===== config.mk =====
export PLATFORM = sky130hd
export DESIGN_NAME = counter_5b
export DESIGN_NICKNAME = d
export VERILOG_FILES = /design/src/rtl/counter_5b_pkg.sv /design/src/rtl/counter_5b_dffe_bit.sv /design/src/rtl/counter_5b.sv
export SDC_FILE = /design/constraint.sdc
export NUM_CORES = 1
export LEC_CHECK = 0
export CORE_AREA = 3 3 40 42
export CTS_CLUSTER_DIAMETER = 120
export DETAILED_ROUTE_END_ITERATION = 10
export DIE_AREA = 0 0 43 45
export PLACE_DENSITY = 0.4
export SLEW_MARGIN = 15
export SYNTH_ARGS = -nofsm -noshare
export SYNTH_HDL_FRONTEND = slang
export SYNTH_SLANG_ARGS = --single-unit

===== constraint.sdc =====
create_clock -name clock -period 1.2 [get_ports clock]
set_input_delay 0.24 -clock clock [delete_from_list [all_inputs] [get_ports clock]]
set_output_delay 0.24 -clock clock [all_outputs]
set_load 0.02 [all_outputs]

===== src/rtl/counter_5b_pkg.sv =====
// Shared constants for the multdiv iteration counter.
package counter_5b_pkg;

  localparam int COUNT_W = 5;

endpackage : counter_5b_pkg


===== src/rtl/counter_5b_dffe_bit.sv =====
// Single-bit D flop with load enable and synchronous clear; powers up at 0.
module dffe_bit (
  input  logic clock,
  input  logic clr,
  input  logic i_en,
  input  logic i_d,
  output logic o_q
);

  logic r_q = 1'b0;

  // Clear has priority over the load enable.
  always_ff @(posedge clock) begin
    if (clr) begin
      r_q <= 1'b0;
    end else if (i_en) begin
      r_q <= i_d;
    end
  end

  assign o_q = r_q;

endmodule : dffe_bit


===== src/rtl/counter_5b.sv =====
// 5-bit ripple-carry up-counter with enable and synchronous clear, wrapping mod 32.
module counter_5b
  import counter_5b_pkg::*;
(
  input  logic               clock,
  input  logic               clr,
  input  logic               enable,
  output logic [COUNT_W-1:0] out
);

  logic [COUNT_W-1:0] w_count;
  logic [COUNT_W-1:0] w_carry;
  logic [COUNT_W-1:0] w_next;

  // Bit i toggles when enable is high and every lower bit is already 1.
  assign w_carry[0] = enable;
  for (genvar i = 1; i < COUNT_W; i++) begin : g_carry
    assign w_carry[i] = w_carry[i-1] & w_count[i-1];
  end

  assign w_next = w_count ^ w_carry;

  for (genvar i = 0; i < COUNT_W; i++) begin : g_bit
    dffe_bit u_bit (
      .clock (clock),
      .clr   (clr),
      .i_en  (1'b1),
      .i_d   (w_next[i]),
      .o_q   (w_count[i])
    );
  end

  assign out = w_count;

endmodule : counter_5b


==> qor.yml <==
p_sw_frac: 0.234
drc: 0
clock_latency_ns: 0.25
slew_headroom: 0.866
synthesis.nets: 27
fin_crit_ns: 1.23
gp_congestion: 0.585
critical_path_class: "reg2reg"
path_delay_family: "adder cells"
cts_tree: "yes"
combPwrFrac: 0.105
crit_path_max_fanout: 2
die-area_um2: 1940
fmax_mhz: 815
drv_slew: 0
layout-drive-gt1-share: 0.393
syn2layout_area_growth_pct: 65.6
fp.dieH_um: 45
post_cts_buffers: 0
p_total_mw: 0.424
cts_root_buffer: "clkbuf_4"
syn_avg_cell_area_um2: 11.3
wirelength_um: 365
grt_max_degree: 6
core_area_um2: 1280
initialDrtViolationCount: 0
stdcell_count: 43
start_util: 0.175
setup_violations: 2
p_per_area_nw_per_um2: 1140
clockBufferDepth: 2
rsz0062_at_grt: "true"
num_vias: 152
synth_cell_type_count: 6
fin_crit_sh: 1.02
rows: 13
detail_route.wl_per_cell_um: 8.49
worst_slack_ns: -0.0267
grt_pass1_wl_um: 627
detailed_place.area_um2: 343
cellLeakagePower_nw: 0.150
critPathBufInv: 0
irDropWorstVdd_mv: 0.479
num-nets-final: 36
clock_skew_ns: 0.00301
drv_cap: 0
tightest_slew_ns: 0.201
ys_warn_count: 0
syn_area_um2: 225
endpoint_kind: "flop"
hold_path_class: "in2reg"
cp_cell_sequence: "ha_4 > ha_4 > ha_4 > ha_4 > nor2b_1"
violations: "setup timing"
antenna_found_initial: 0
holdWs_ns: 0.487
grt_pass1_vias: 154
port_buffers: 7
cp-start-kind: "flop"
dr.pass1.iters: 1
switching_power_mw: 0.0991
power_frac_seq: 0.427
cts_buffers: 3
grt_util_all_layers: 0.0567
dpl.cell_count: 39
antenna_cells: 0
post-place-ws_ns: -0.429
syn_inst: 20
grt.overflow.total: 0
boundaryPins: 8
cpMostUsedCell: "ha_4"
final_util: 0.290
slowest_delay_ns: 0.33
h-tree-depth: 1
status: "finished, violations left"
clockPowerShare: 0.467
synth_seq_cells: 5
die_w_um: 43
cts_hold_repair.buffers: 0
critPathSlowestCell: "dfxtp_2"
viasPerCell: 3.53
worstPathArrival_ns: 1.36
clock_sink_count: 5
antenna_left: 0
largest_reg_flops: 5
hold_viol_final: 0
intPower_mw: 0.325
ys_seq_area_frac: 0.444
required_ns: 1.33
fin_tns_setup_ns: -0.0435
cts.clk_slew.worst_paths_ns: 0.04
finalInstanceArea_um2: 373
worst min-delay path, cell delays in order:
cell	delay, ns
dlygate4sd2_1	0.23
ha_4	0.12
nor2b_1	0.10
layout by cell type, fill, tap and decap left out:
| cell | n |
|---|---|
| dfxtp_1 | 4 |
| ha_4 | 4 |
| buf_4 | 2 |
| dlygate4sd2_1 | 3 |
| nor2_1 | 1 |
| clkbuf_4 | 3 |
| clkbuf_1 | 1 |
| clkdlybuf4s15_1 | 3 |
| clkdlybuf4s50_1 | 1 |
| dfxtp_2 | 1 |
| nor2b_1 | 4 |
| xnor2_2 | 1 |
power by group through the flow:
stage | sequential (mW) | combinational (mW) | clock (mW)
after floorplan | 0.184 | 0.0341 | 0
after global placement | 0.184 | 0.0497 | 0
after detailed placement | 0.184 | 0.0504 | 0
after CTS | 0.181 | 0.0458 | 0.213
after global routing | 0.182 | 0.0517 | 0.221
final | 0.181 | 0.0445 | 0.198
kinds of logic (layout without fill, tap and decap cells):
family | after synthesis | after routing | synth area share
DFF | 5 | 5 | 0.444
and+or+nand+nor | 5 | 5 | 0.128
buffers and inverters | 5 | 13 | 0.167
adders and majority gates | 4 | 4 | 0.222
xor gates and xnor gates | 1 | 1 | 0.0389
path summary, 6_finish.rpt:
path	cells after the start	slack, ns	to	startpoint
worst min-delay path	3	0.49	g_bit[0].u_bit.o_q$_SDFF_PP0_	enable
worst max register to register	5	-0.03	g_bit[3].u_bit.o_q$_SDFF_PP0_	g_bit[0].u_bit.o_q$_SDFF_PP0_
worst max-delay path	5	-0.03	g_bit[3].u_bit.o_q$_SDFF_PP0_	g_bit[0].u_bit.o_q$_SDFF_PP0_
worst min register to register	2	0.55	g_bit[4].u_bit.o_q$_SDFF_PP0_	g_bit[4].u_bit.o_q$_SDFF_PP0_
layer usage:
metal | up-vias | routed length, um | global-route usage
li1 | 75 | - | -
met1 | 63 | 127 | 0.0435
met2 | 10 | 172 | 0.0689
met3 | 4 | 36 | 0.0359
met4 | 0 | 28 | 0.108
met5 | - | 0 | 0
synth_stat cells, drive strengths merged:
master | count | area [um^2]
buf | 5 | 37.5
dfxtp | 5 | 100
ha | 4 | 50.1
nor2b | 4 | 25.0
nor2 | 1 | 3.75
xnor2 | 1 | 8.76
repair_timing:
action                                 in CTS  in global routing
resized for setup                           9                  1
endpoints found under the hold margin       0                  0
setup endpoints to repair                   8                  4
area by class of cell:
type	count	area [um^2]
timing repair buffer	9	81.3
tap	15	18.8
multi-input combinational	10	145
fill	145	912
sequential	5	101
clock buffer	4	26.3
Note: power is estimated with default switching activity, not from simulation.
